### src/rtl/alu_trace_recorder.sv
// Packs live ALU transactions into 104-bit vector records and streams them out
// of a first-word-fall-through FIFO over a valid/ready port.
module alu_trace_recorder #(
  parameter int N           = 32,
  parameter int DEPTH       = 16,
  parameter int MAX_RECORDS = 10000
) (
  input  logic             i_clk,
  input  logic             i_reset,
  input  logic             i_start,
  input  logic             i_stop,
  input  logic             i_in_valid,
  input  logic [3:0]       i_in_op,
  input  logic [N-1:0]     i_in_a,
  input  logic [N-1:0]     i_in_b,
  input  logic [N-1:0]     i_in_result,
  input  logic             i_in_zero,
  output logic             o_rec_valid,
  input  logic             i_rec_ready,
  output logic [3*N+7:0]   o_rec_data,
  output logic [31:0]      o_rec_count,
  output logic [15:0]      o_drop_count,
  output logic             o_overflow,
  output logic             o_busy,
  output logic             o_done
);

  localparam int AW = $clog2(DEPTH);
  localparam int PW = AW + 1;
  localparam int W  = 3*N + 8;

  typedef enum logic [1:0] {
    IDLE = 2'd0,
    RUN  = 2'd1,
    DONE = 2'd2
  } state_t;

  state_t         r_state;
  state_t         w_stateNext;
  logic [PW-1:0]  r_wrPtr;
  logic [PW-1:0]  r_rdPtr;
  logic [W-1:0]   r_mem [DEPTH];
  logic [31:0]    r_recCount;
  logic [15:0]    r_dropCount;
  logic           r_overflow;

  logic           w_empty;
  logic           w_full;
  logic           w_push;
  logic           w_pop;
  logic           w_accept;
  logic           w_drop;
  logic           w_lastRecord;
  logic [W-1:0]   w_record;

  // Pointers carry one extra wrap bit so full and empty can be told apart.
  assign w_empty      = (r_wrPtr == r_rdPtr);
  assign w_full       = (r_wrPtr[AW] != r_rdPtr[AW]) && (r_wrPtr[AW-1:0] == r_rdPtr[AW-1:0]);
  assign w_push       = (r_state == RUN) && i_in_valid;
  assign w_pop        = !w_empty && i_rec_ready;
  assign w_accept     = w_push && (!w_full || w_pop);
  assign w_drop       = w_push && w_full && !w_pop;
  assign w_lastRecord = w_accept && (r_recCount == 32'(MAX_RECORDS - 1));
  assign w_record     = {i_in_op, i_in_a, i_in_b, i_in_result, 3'b000, i_in_zero};

  always_comb begin
    w_stateNext = r_state;
    case (r_state)
      IDLE:    if (i_start) w_stateNext = RUN;
      RUN:     if (i_stop || w_lastRecord) w_stateNext = DONE;
      DONE:    w_stateNext = DONE;
      default: w_stateNext = IDLE;
    endcase
  end

  always_ff @(posedge i_clk) begin
    if (i_reset) begin
      r_state     <= IDLE;
      r_wrPtr     <= '0;
      r_rdPtr     <= '0;
      r_recCount  <= '0;
      r_dropCount <= '0;
      r_overflow  <= 1'b0;
    end else begin
      r_state <= w_stateNext;
      if (w_accept) begin
        r_wrPtr    <= r_wrPtr + PW'(1);
        r_recCount <= r_recCount + 32'd1;
      end
      if (w_pop) begin
        r_rdPtr <= r_rdPtr + PW'(1);
      end
      if (w_drop) begin
        r_overflow <= 1'b1;
        if (r_dropCount != 16'hFFFF) begin
          r_dropCount <= r_dropCount + 16'd1;
        end
      end
    end
  end

  always_ff @(posedge i_clk) begin
    if (w_accept && !i_reset) begin
      r_mem[r_wrPtr[AW-1:0]] <= w_record;
    end
  end

  assign o_rec_valid  = !w_empty;
  assign o_rec_data   = w_empty ? '0 : r_mem[r_rdPtr[AW-1:0]];
  assign o_rec_count  = r_recCount;
  assign o_drop_count = r_dropCount;
  assign o_overflow   = r_overflow;
  assign o_busy       = (r_state == RUN);
  assign o_done       = (r_state == DONE) && w_empty;

endmodule

### config.mk
export PLATFORM = sky130hd
export DESIGN_NAME = alu_trace_recorder
export DESIGN_NICKNAME = d
export VERILOG_FILES = /design/src/rtl/alu_trace_recorder.sv
export SDC_FILE = /design/constraint.sdc
export NUM_CORES = 1
export LEC_CHECK = 0
export ABC_AREA = 1
export ABC_CLOCK_PERIOD_IN_PS = 33900
export BUFFER_PORTS_ARGS = -buffer_cell sky130_fd_sc_hd__buf_4
export CAP_MARGIN = 20
export CORE_MARGIN = 2
export CORE_UTILIZATION = 36
export DETAILED_ROUTE_END_ITERATION = 10
export SETUP_SLACK_MARGIN = 0.02
export SYNTH_ARGS = -nofsm -noshare
export SYNTH_HDL_FRONTEND = slang
export SYNTH_SLANG_ARGS = --single-unit
### constraint.sdc
create_clock -name i_clk -period 33.9 [get_ports i_clk]
set_input_delay 10.17 -clock i_clk [delete_from_list [all_inputs] [get_ports i_clk]]
set_output_delay 10.17 -clock i_clk [all_outputs]
set_load 0.02 [all_outputs]
==> impl_metrics.tcl <==
set metrics [dict create \
    nNetsFinal 5176 \
    viasPerCell 5.49 \
    area_growth_pct 14.7 \
    min_period_ps 16440 \
    reg2reg_slack_ps 29240 \
    drive_above_1_share 0.113 \
    multiInputGateArea_um2 14500 \
    grt_max_degree 316 \
    post_cts_buffers 0 \
    regArea_um2 49800 \
    synth-xor-area-share 0.00212 \
    critical_path_class "register to primary output" \
    synthAdderAreaFrac 0.00189 \
    dp_hpwl_um 85400 \
    min_to "o_overflow" \
    synth_cell_types 41 \
    grt_overflow_total 0 \
    grt_pass1_vias 40700 \
    numCtsBuffers 176 \
    clock_skew_ps 45.9 \
    synth.avg_cell_area_um2 13.4 \
    async_flop_share 0 \
    status "completed" \
    synth_compound_area_frac 0.137 \
    yosys-mux-area-fraction 0 \
    required_ps 23730 \
    ys_seq_area_frac 0.753 \
    power_density_nw_per_um2 73.5 \
    first_iter_violations 4359 \
    antenna_found_initial 21 \
    synth_top_family_by_area "compound AO/OA/AOI/OAI gates" \
    holdPathStages 2 \
    dpl_cell_area_um2 70300 \
    port_buffers 259 \
    io_pins 263 \
    cts.sinks 1681 \
    wl_per_cell_um 23.8 \
    fillCellCount 16600 \
    clk_pin_slew_worst_paths_ps 60 \
    clock_latency_ps 820 \
    synthCells 4924 \
    ys_seq_elements 1681 \
    setup_viol 0 \
    drt_wl_total_um 183000 \
    grt_usage 0.192 \
    p_leak_nw 23.7 \
    synth_edf_count 1616 \
    cp.arrival_ps 6270 \
    finalHoldViolations 0 \
    postCtsHoldBufs 0 \
    antenna_left 0 \
    dieArea_um2 187000 \
    grt_first_pass_wirelength_um 268000 \
    hold_class "register to register" \
    stdcell_area_um2 75900 \
    gp_congestion 0.855 \
    die_h_um 433 \
    cp-start-kind "register" \
    worstSetupEndpointType "primary output" \
    grt_setup_unrepaired "no" \
    drtPass1Iterations 6 \
    syn_area_um2 66200 \
    cts-resized-gates 0 \
    cts.path.max_buffers 3 \
    worst-r2r-cell-count 10 \
    synthFlopType "edfxtp_1" \
    cts-root-buf "clkbuf_16" \
    period_share 0.485 \
    hp-start "o_overflow" \
    cts_tree "done" \
    drcViolationCount 0 \
    worst_slew_margin_rel 0.238 \
    coreArea_um2 183000 \
    ctsHtreeMaxLevel 4 \
    maxCapViolCount 0 \
    reg2reg_from "r_state[1]" \
    die_w_um 433 \
    vdd_ir_drop_max_v 0.0000831 \
    start_util 0.362 \
    r2r_end "r_mem[5][38]" \
    path_max_fanout 243 \
    num_vias 42100 \
    row_count 157 \
    timing.setup.tns_ps 0 \
    slew_violations 0 \
    synthSimpleGateAreaFrac 0.0770 \
    tightest_slew_ps 1140 \
    fmaxAchievable_ghz 0.0608 \
    ys_warn_count 0 \
]
## sequential cells by signal, indices dropped and copies added, names as in the netlist, named ones only
signal,flops
o_drop_count,16
o_overflow,1
o_rec_count,32
r_mem,1616
r_rdPtr,5
r_state,2
r_wrPtr,5
## cells by family (layout without fill, tap and decap cells)
| group | Yosys count | after routing |
|---|---|---|
| AO/OA/AOI/OAI | 1504 | 1504 |
| XOR/XNOR | 16 | 16 |
| AND/OR/NAND/NOR | 1269 | 1269 |
| flip-flops | 1681 | 1681 |
| other | 1 | 15 |
| adder cells (fa/ha/maj) | 10 | 10 |
| buffers and inverters | 443 | 717 |
## placed cells by master, fill, tap and decap left out, drive strengths merged, types with 2 or more instances in the layout
cell type and n:
o211ai 111, conb 3, nor3 26, inv 90, o22ai 111, o221ai 293, nand4 9, xor2 13
nand3b 4, nand2 186, a21oi 153, dfxtp 65, nor4 2, clkinv 79, nor2 901, diode 12
xnor2 3, nand3 139, bufinv 9, ha 10, clkbuf 222, o21ai 834, edfxtp 1616, buf 316
## synth_stat cells (5+ instances only)
master    instances  area share
o221ai_1        293       0.039
inv_2             7     0.00040
ha_1             10      0.0019
buf_6             5     0.00085
nand2_1         182       0.010
xor2_1           13      0.0017
clkbuf_1        236       0.013
inv_1            72      0.0041
edfxtp_1       1616        0.73
buf_2            81      0.0061
o211ai_1        111       0.013
nand3_1         136       0.010
nor3_1           25      0.0019
nor2_1          898       0.051
nand4_1           9     0.00085
buf_4            36      0.0041
a21oi_1         153       0.012
o21ai_0         797       0.060
o22ai_1         111       0.010
o21ai_1          37      0.0028
dfxtp_1          65       0.020
## report_power, final
part           internal, mW  switching (mW)
logic                 0.408            1.02
registers              2.29          0.0237
clock network          1.04           0.802
## per-stage QoR
stage | power [mW] | utilization | worst slack (ps) | instances | hold WS, ps
global placement | 3.77 | 0.384 | 18670 | 7342 | 457
global route | 5.83 | 0.415 | 16970 | 7676 | 520
floorplan | 3.27 | - | 15650 | 4926 | 465
finish | 5.58 | 0.415 | 17460 | 7676 | 478
CTS | 5.62 | 0.414 | 17710 | 7661 | 480
detailed placement | 3.79 | 0.384 | 18600 | 7342 | 468
## worst max-delay path by stage
| stage | startpoint | to | slack, ps | cells after the start |
|---|---|---|---|---|
| floorplan | i_in_valid | r_mem[11][0] | 15650 | 7 |
| global placement | register | o_rec_data[60] | 18670 | 9 |
| detailed placement | register | o_rec_data[36] | 18600 | 9 |
| CTS | register | o_rec_data[36] | 17710 | 9 |
| global route | register | o_rec_data[36] | 16970 | 10 |
| finish | register | o_rec_data[60] | 17460 | 10 |
## area by class of cell
| class | count | area share |
|---|---|---|
| antenna | 12 | 0.000396 |
| clock buffer | 222 | 0.0607 |
| sequential | 1681 | 0.657 |
| clock inverter | 97 | 0.0114 |
| timing repair buffer | 316 | 0.0340 |
| tap | 2464 | 0.0406 |
| inverter | 82 | 0.00463 |
| multi-input combinational | 2802 | 0.191 |
## critical path: stages (launching register included)
cell      delay [ps]
dfxtp_4          520
inv_16           290
buf_16           710
buf_4            900
buf_4            800
buf_4            860
o21ai_0          180
o22ai_1          190
o211ai_1         110
a21oi_1          380
buf_4            220
## metal layers
metal / GRT usage / routed length (µm) / up-vias
met1: 0.247 / 75900 / 21300
li1: - / - / 19000
met5: 0 / 70 / -
met4: 0.0789 / 6550 / 10
met2: 0.322 / 89200 / 1507
met3: 0.0297 / 11300 / 346
No activity file was read; power rests on OpenSTA's default activity.
